<file path="src/rtl/kill_the_bit_game_pkg.sv">
// Shared types and constants for the Kill the Bit game engine.
// Latency: n/a (package only).
// Backpressure: n/a (package only).
//
// Contents:
//   LED_W          width of the LED pattern / button bus
//   WAIT_W         width of the driver's post-transaction wait counter
//   game_state_t   game engine FSM states
//   rotate1        rotate a pattern by one LED position
package kill_the_bit_pkg;

    localparam int LED_W  = 8;
    localparam int WAIT_W = 28;

    typedef enum logic [3:0] {
        S_INIT,
        S_TICK,
        S_BTN_REQ,
        S_BTN_ACK,
        S_BTN_WAIT,
        S_UPDATE,
        S_LED_REQ,
        S_LED_ACK,
        S_LED_WAIT
    } game_state_t;

    // left=1: bit i moves to bit i+1, with bit 7 wrapping to bit 0.
    function automatic logic [LED_W-1:0] rotate1(input logic [LED_W-1:0] v,
                                                 input logic             left);
        return left ? {v[LED_W-2:0], v[LED_W-1]} : {v[0], v[LED_W-1:1]};
    endfunction

endpackage

</file>
<file path="src/rtl/kill_the_bit_game_step_timer.sv">
// Step timer: counts enabled cycles and flags the last one of each step period.
// Latency: o_tick is combinational, high in the STEP_CYCLES-th enabled cycle.
// Backpressure: i_en low freezes the count; i_clr returns it to zero.
//
// Ports:
//   i_clk, i_rst   clock, async active-high reset
//   i_en           count this cycle
//   i_clr          force the count back to zero (wins over i_en)
//   o_tick         high while enabled and the count sits on STEP_CYCLES-1
module ktb_step_timer #(
    parameter int STEP_CYCLES = 1800000
) (
    input  logic i_clk,
    input  logic i_rst,
    input  logic i_en,
    input  logic i_clr,
    output logic o_tick
);

    localparam int CNT_W = (STEP_CYCLES > 1) ? $clog2(STEP_CYCLES) : 1;
    localparam logic [CNT_W-1:0] LAST = CNT_W'(STEP_CYCLES - 1);

    logic [CNT_W-1:0] cnt;

    assign o_tick = i_en && (cnt == LAST);

    always_ff @(posedge i_clk or posedge i_rst) begin
        if (i_rst) begin
            cnt <= '0;
        end else if (i_clr || o_tick) begin
            cnt <= '0;
        end else if (i_en) begin
            cnt <= cnt + CNT_W'(1);
        end
    end

endmodule

</file>
<file path="src/rtl/kill_the_bit_game.sv">
// Kill the Bit game engine driving the request side of a TM1638 LED&KEY driver.
// Latency: one LED write per step; step = STEP_CYCLES run cycles + driver transaction time.
// Backpressure: requests wait for i_idle; i_run low freezes the step timer only.
//
// Ports:
//   i_clk, i_rst                  clock, async active-high reset
//   i_run                         advance the game
//   i_idle, i_btn_state           driver status and debounced button state (1 = pressed)
//   o_btn_en, o_all_led_en        one-cycle driver requests
//   o_data, o_wait_counter        LED pattern for the write request, driver wait (always 0)
//   o_pattern, o_win, o_wins      game state, win pulse, saturating win count
module kill_the_bit_game
    import kill_the_bit_pkg::*;
#(
    parameter int              CLOCK_FREQ_MHz = 12,
    parameter int              STEP_CYCLES    = CLOCK_FREQ_MHz * 150000,
    parameter logic [LED_W-1:0] INIT_PATTERN  = 8'b0000_0001,
    parameter int              ROTATE_LEFT    = 1
) (
    input  logic              i_clk,
    input  logic              i_rst,
    input  logic              i_run,
    input  logic              i_idle,
    input  logic [LED_W-1:0]  i_btn_state,
    output logic              o_btn_en,
    output logic              o_all_led_en,
    output logic [LED_W-1:0]  o_data,
    output logic [WAIT_W-1:0] o_wait_counter,
    output logic [LED_W-1:0]  o_pattern,
    output logic              o_win,
    output logic [LED_W-1:0]  o_wins
);

    game_state_t      state;
    logic [LED_W-1:0] btn_prev;
    logic [LED_W-1:0] btn_new;
    logic [LED_W-1:0] toggled;
    logic             step_en;
    logic             step_clr;
    logic             step_tick;

    assign o_wait_counter = '0;

    // Only rising button edges toggle bits; a button held across reads counts once.
    assign btn_new = i_btn_state & ~btn_prev;
    assign toggled = o_pattern ^ btn_new;

    assign step_en  = (state == S_TICK) && i_run;
    assign step_clr = (state != S_TICK);

    ktb_step_timer #(
        .STEP_CYCLES (STEP_CYCLES)
    ) u_step_timer (
        .i_clk  (i_clk),
        .i_rst  (i_rst),
        .i_en   (step_en),
        .i_clr  (step_clr),
        .o_tick (step_tick)
    );

    // The ACK states span two cycles: the cycle the enable is visible and the
    // cycle after it, during which the driver may still report idle.  The
    // enable register itself tells the two apart.
    always_ff @(posedge i_clk or posedge i_rst) begin
        if (i_rst) begin
            state        <= S_INIT;
            o_btn_en     <= 1'b0;
            o_all_led_en <= 1'b0;
            o_data       <= '0;
            o_pattern    <= INIT_PATTERN;
            o_win        <= 1'b0;
            o_wins       <= '0;
            btn_prev     <= '1;
        end else begin
            o_btn_en     <= 1'b0;
            o_all_led_en <= 1'b0;
            o_win        <= 1'b0;
            case (state)
                S_INIT, S_LED_REQ: begin
                    if (i_idle) begin
                        o_all_led_en <= 1'b1;
                        o_data       <= o_pattern;
                        state        <= S_LED_ACK;
                    end
                end
                S_TICK: begin
                    if (step_tick) begin
                        state <= S_BTN_REQ;
                    end
                end
                S_BTN_REQ: begin
                    if (i_idle) begin
                        o_btn_en <= 1'b1;
                        state    <= S_BTN_ACK;
                    end
                end
                S_BTN_ACK: begin
                    if (!o_btn_en) begin
                        state <= S_BTN_WAIT;
                    end
                end
                S_BTN_WAIT: begin
                    if (i_idle) begin
                        state <= S_UPDATE;
                    end
                end
                S_UPDATE: begin
                    btn_prev <= i_btn_state;
                    // Win is judged before rotation so a full kill is never hidden.
                    if (toggled == '0) begin
                        o_pattern <= INIT_PATTERN;
                        o_win     <= 1'b1;
                        if (o_wins != '1) begin
                            o_wins <= o_wins + 8'd1;
                        end
                    end else begin
                        o_pattern <= rotate1(toggled, ROTATE_LEFT != 0);
                    end
                    state <= S_LED_REQ;
                end
                S_LED_ACK: begin
                    if (!o_all_led_en) begin
                        state <= S_LED_WAIT;
                    end
                end
                S_LED_WAIT: begin
                    if (i_idle) begin
                        state <= S_TICK;
                    end
                end
                default: begin
                    state <= S_INIT;
                end
            endcase
        end
    end

endmodule

</file>
<file path="config.mk">
export PLATFORM = sky130hd
export DESIGN_NAME = kill_the_bit_game
export DESIGN_NICKNAME = d
export VERILOG_FILES = /design/src/rtl/kill_the_bit_game_pkg.sv /design/src/rtl/kill_the_bit_game_step_timer.sv /design/src/rtl/kill_the_bit_game.sv
export SDC_FILE = /design/constraint.sdc
export NUM_CORES = 1
export LEC_CHECK = 0
export ABC_AREA = 0
export CAP_MARGIN = 25
export CELL_PAD_IN_SITES_DETAIL_PLACEMENT = 1
export CELL_PAD_IN_SITES_GLOBAL_PLACEMENT = 2
export CORE_AREA = 2 2 99 124
export CTS_CLUSTER_DIAMETER = 120
export DETAILED_ROUTE_END_ITERATION = 6
export DIE_AREA = 0 0 101 126
export PLACE_DENSITY = 0.84
export REMOVE_ABC_BUFFERS = 1
export SYNTH_ARGS = -nofsm -noshare
export SYNTH_HDL_FRONTEND = slang
export SYNTH_HIERARCHICAL = 1
export SYNTH_SLANG_ARGS = --single-unit
</file>
<file path="constraint.sdc">
create_clock -name i_clk -period 2.51 [get_ports i_clk]
set_input_delay 0.502 -clock i_clk [delete_from_list [all_inputs] [get_ports i_clk]]
set_output_delay 0.502 -clock i_clk [all_outputs]
set_load 0.1 [all_outputs]
</file>
== Yosys cells after proc, flatten, opt, wreduce, memory -nomap -nowiden ==
Index checks and enable logic that the tools add are counted.
Word-level totals
  register bits after elaboration: 60
  input bits: 12
  output and inout port bits: 55
  logic and storage cells: 58
Cells by class
  $add $sub $neg: 2
  equality and inequality tests: 18
  muxes and demuxes: 16
  bitwise logic cells: 3
  reductions and logical operators: 10
Operators by type and width (count)
  $mux W21: 2
  $pmux W4 S8: 1
  $mux W4: 7
  $add A21 B1 Y21 const B: 1
  $eq A21 B21 Y1 const B: 1
  $eq A4 B3 Y1 const B: 4
  $ne A2 B2 Y1 const B: 6
  $add A8 B1 Y8 const B: 1
  $and A8 B8 Y8: 1
  $eq A4 B2 Y1 const B: 2
  $logic_not A8 Y1: 1
  $mux W8: 1
  $ne A8 B8 Y1 const B: 1
  $not A8 Y8: 1
  $xor A8 B8 Y8: 1
  $reduce_and A7 Y1: 1
  $mux W1: 5
  $eq A4 B1 Y1 const B: 1
  $eq A4 B4 Y1 const B: 1
  $logic_not A4 Y1: 1
  $ne A4 B1 Y1 const B: 1
  $reduce_and A3 Y1: 1
  $logic_and A1 B1 Y1: 2
  $ne A2 B1 Y1 const B: 1
  4 further kinds: 4

== Depth between registers and ports, before layout ==
  word-level depth: 6
  depth in mapped cells: 12
  gate-level depth less buffers: 11

== Modules after synthesis ==
The synthesis kept the hierarchy.
By module, submodules not included
  kill_the_bit_game: instances 1, cells each 196, area an instance 2113.3 um^2, seq. area each 987.2 um^2
  ktb_step_timer: instances 1, cells each 121, area an instance 1159.9 um^2, seq. area each 525.5 um^2

== Worst setup path before layout ==
Ideal clock, no wire load.
  kind: flip-flop to flip-flop
  from: register state[0]
  to: register state[1]
  setup time: 121 ps
  arrival: 2243 ps
  required time: 2389 ps
  slack: 146 ps
  cell stages (with the launch flop): 12
  path buffers: 1
  period minus slack after synthesis: 2364 ps
  cell sequence: dfrtp_1 buf_2 inv_1 nor2_1 and3_1 and3_1 nand4_1 nor4bb_1 nor3_1 a31oi_1 o221ai_1 o22a_1
On the way
  word-level cells in the longest chain between the ends: 5
  elaborated cells between the ends (all ways): 21
  those cells by class: eq/ne: 15; mux: 1; reduce/logical: 5
Ends and longest elaborated chain
  start, declared: line kill_the_bit_game.sv:34  | game_state_t state;
  start signal, assigned: line kill_the_bit_game.sv:66  | state <= S_INIT;
  start signal, assigned: line kill_the_bit_game.sv:83  | state <= S_LED_ACK;
  start signal, assigned: line kill_the_bit_game.sv:88  | state <= S_BTN_REQ;
  $eq A4 B1 Y1: line kill_the_bit_game.sv:48  | assign step_en = (state == S_TICK) && i_run;
  $logic_and A1 B1 Y1: line kill_the_bit_game.sv:48
  net step_en: line kill_the_bit_game.sv:38  | logic step_en;
  $logic_and A1 B1 Y1: line kill_the_bit_game_step_timer.sv:25  | assign o_tick = i_en && (cnt == LAST);
  net step_tick: line kill_the_bit_game.sv:40  | logic step_tick;
  $ne A2 B1 Y1 (no line)
  $reduce_and A7 Y1 (no line)
The timed path passes the listed nets, and every way through them passes these cells.
A chain may end at the register's enable or synchronous reset.

== Worst setup path after layout ==
  from: input i_run
  to: register state[1]
On the way
  word-level cells in the longest chain between the ends: 4
Ends and longest elaborated chain
  start, declared: line kill_the_bit_game.sv:22  | input logic i_run,
  $logic_and A1 B1 Y1: line kill_the_bit_game.sv:48
  net step_en: line kill_the_bit_game.sv:38
  $logic_and A1 B1 Y1: line kill_the_bit_game_step_timer.sv:25
  net step_tick: line kill_the_bit_game.sv:40
  $ne A2 B1 Y1 (no line)
  $reduce_and A7 Y1 (no line)
The timed path passes the listed nets, and every way through them passes these cells.

==> run metrics <==
outcome completed; FF-to-FF setup slack around 0.3 ns; port bufs 38; I/O Pins 67; synthesized area 3270 um2; clock-pin transition on the worst setup and hold timing paths ~0.05 ns; DR iter-0 viols between 70 and 80; CP Data Required Time ~2.8 ns; Wirelength per Cell 15.7 um; syn avg cell area between 10 and 15 um2; Yosys warning count 6; vias in the first global route 2698; RSZ-0062 raised after global routing no; Synth Register Bits 60; most common cell after layout, fill and taps aside buf_4; DRT Pass-1 Iters 4; share of Yosys cell area claimed by the top area cell type 0.390; leakage power between 1.5 and 2 nW; R2R cell count 11; core region area 11600 um2; Worst Skew around 0.0066 ns; fmax between 400 and 500 MHz; site row count 44; worst vdd ir roughly 0.00076 V; worst-path fanout max 4; fill cell count approximately 1300; Setup crit start kind input pin; layout cells sized above 1 0.290; Yosys cell types 56; setup TNS 0 ns; DR DRC count 0; area grow syn2layout 24.5%; Final HPWL DP about 6000 um; clock period minus worst slack about 2.2 ns; largest net degree at the start of global routing 40; die height 126 um; hold path startpoint o_data[4]; Worst Hold Path Cells 1; routability cong. 0.818; first-pass GRT wire length 13800 um; Post-synth EDFFs 0; crit path DAT 2.48 ns; utilization after layout 0.353; final setup vio count 0; Overflow after GRT 0; CTS Root Buffer Type clkbuf_16; die span in x 101 um; Placed Area 3770 um2; die footprint 12700 um2; clk_lat worst skew approximately 0.33 ns; cts bufs inserted 9; worst reg2reg endpoint state[1]; Max Slew Vio Count 0; Final Hold Viols 0; post-route ant nets 0; Slew @ Worst Pin just over 0.5 ns; initial antenna violation count 0; fin crit share 0.884; Reg-to-Reg Start state[0]; Hold/Removal Path Class reg -> reg; Yosys top cell by area dfrtp_1; ys async rst share 1.00; power per cell area 1270 nW/um2; vias per cell 4.89; nets a little under 400; maxcap violations 0; ranking of synthesized cells by area dfrtp_1, dfstp_2, buf_4, mux2_2, xnor2_1; clock buffer depth 2; Starting Density 0.283; n_diodes 0; most frequent cells in the layout buf_4, dfrtp_1, conb_1, nand2_1, nor2_1; Routed Wire Length 8210 um; worst hold endpoint o_data[4]; Clock Sinks 60; Top FF cell, synth dfrtp_1; CTS tree done; CP Capture Type flip-flop; critical path class in -> reg; GRT Util Overall 0.138; sequential fraction of the synthesis area 0.462; Worst slew margin 0.661; H-tree levels 3; synthesized instance count 317; Via Count ~2500; Final Instance Area roughly 4100 um2
## area by class of cell
class | count | area [um2] | share of cell area
multi-input combinational | 235 | 1570 | 0.386
sequential | 60 | 1510 | 0.371
timing repair buffer | 63 | 500 | 0.123
clock buffer | 11 | 233 | 0.0571
tap | 138 | 173 | 0.0424
clock inverter | 5 | 52.6 | 0.0129
inverter | 9 | 33.8 | 0.00829
## routing by layer
metal  vias to the layer above  routed length (um)  global-route usage
li1                       1181                   -                   -
met2                        57                4520               0.246
met5                         -                   0                   0
met3                         8                 328              0.0366
met4                         0                  97              0.0429
met1                      1300                3260               0.159
## sequential cells by signal, indices dropped and copies added (netlist names), 4 cells and up
name / cells
o_wins: 8
u_step_timer/cnt: 21
btn_prev: 8
o_data: 8
state: 4
o_pattern: 8
## cell families (layout without fill, tap and decap cells)
kind of cell / Yosys count / in the layout / synth area share
flip-flops: 60 / 60 / 0.462
XOR/XNOR: 24 / 24 / 0.0642
AND/OR/NAND/NOR: 120 / 120 / 0.214
other: 1 / 28 / 0.00115
adder cells (fa/ha/maj): 2 / 2 / 0.00764
buffers and inverters: 49 / 88 / 0.0959
AO/OA/AOI/OAI: 40 / 40 / 0.0826
multiplexers: 21 / 21 / 0.0719
## worst max-delay path by stage
stage               slack, ns     start  cells past startpoint        to
CTS                      0.08  state[0]                     11  state[1]
global placement        -0.04     i_run                      9  state[1]
finish                   0.29     i_run                     10  state[1]
detailed placement      -0.15     i_run                     10  state[1]
global route             0.03  state[0]                     11  state[1]
floorplan                0.12  state[0]                     10  state[1]
## what timing repair did
action | CTS | global route
setup buffers | 0 | 0
setup endpoints to repair | 0 | 2
resized for setup | 0 | 5
hold endpoints to repair | 0 | 0
hold buffers | 0 | 0
## synth_stat cells, types with 3 or more instances
cell and count:
or3_2 3, nor4_1 9, buf_4 29, nand3_1 13, nor2_1 23, inv_1 8
xor2_1 10, a21oi_1 14, xnor2_1 14, nor2b_1 8, nand2_1 21, a31oi_1 3
dfstp_2 9, mux2_1 4, clkbuf_1 4, and3_1 9, buf_2 5, nand4_1 7
nor3_1 4, mux2_2 16, dfrtp_1 51, o21ai_0 9
## worst max-delay path, cell delays in order
cell and delay [ns]:
clkdlybuf4s50_1 0.46, and3_1 0.15, and3_1 0.19, nand4_1 0.13, nor4bb_2 0.31, nor3_1 0.08, a31oi_2 0.21, o221ai_2 0.16
a21oi_1 0.14, o22a_1 0.14
## per-stage QoR
step	setup WS [ns]	total power (W)	instances	hold slack, ns
after floorplan	0.115	0.00328	304	0.479
after global placement	-0.0416	0.00393	505	0.494
after detailed placement	-0.148	0.00399	505	0.499
after CTS	0.0821	0.00522	521	0.512
after global routing	0.0278	0.00544	521	0.531
final	0.292	0.00517	521	0.505
## where the power goes
group / internal (W) / switching, W
Clock: 0.000763 / 0.000429
Combinational: 0.000727 / 0.00182
Sequential: 0.00125 / 0.000183
Power figures use the tool's default switching activity.
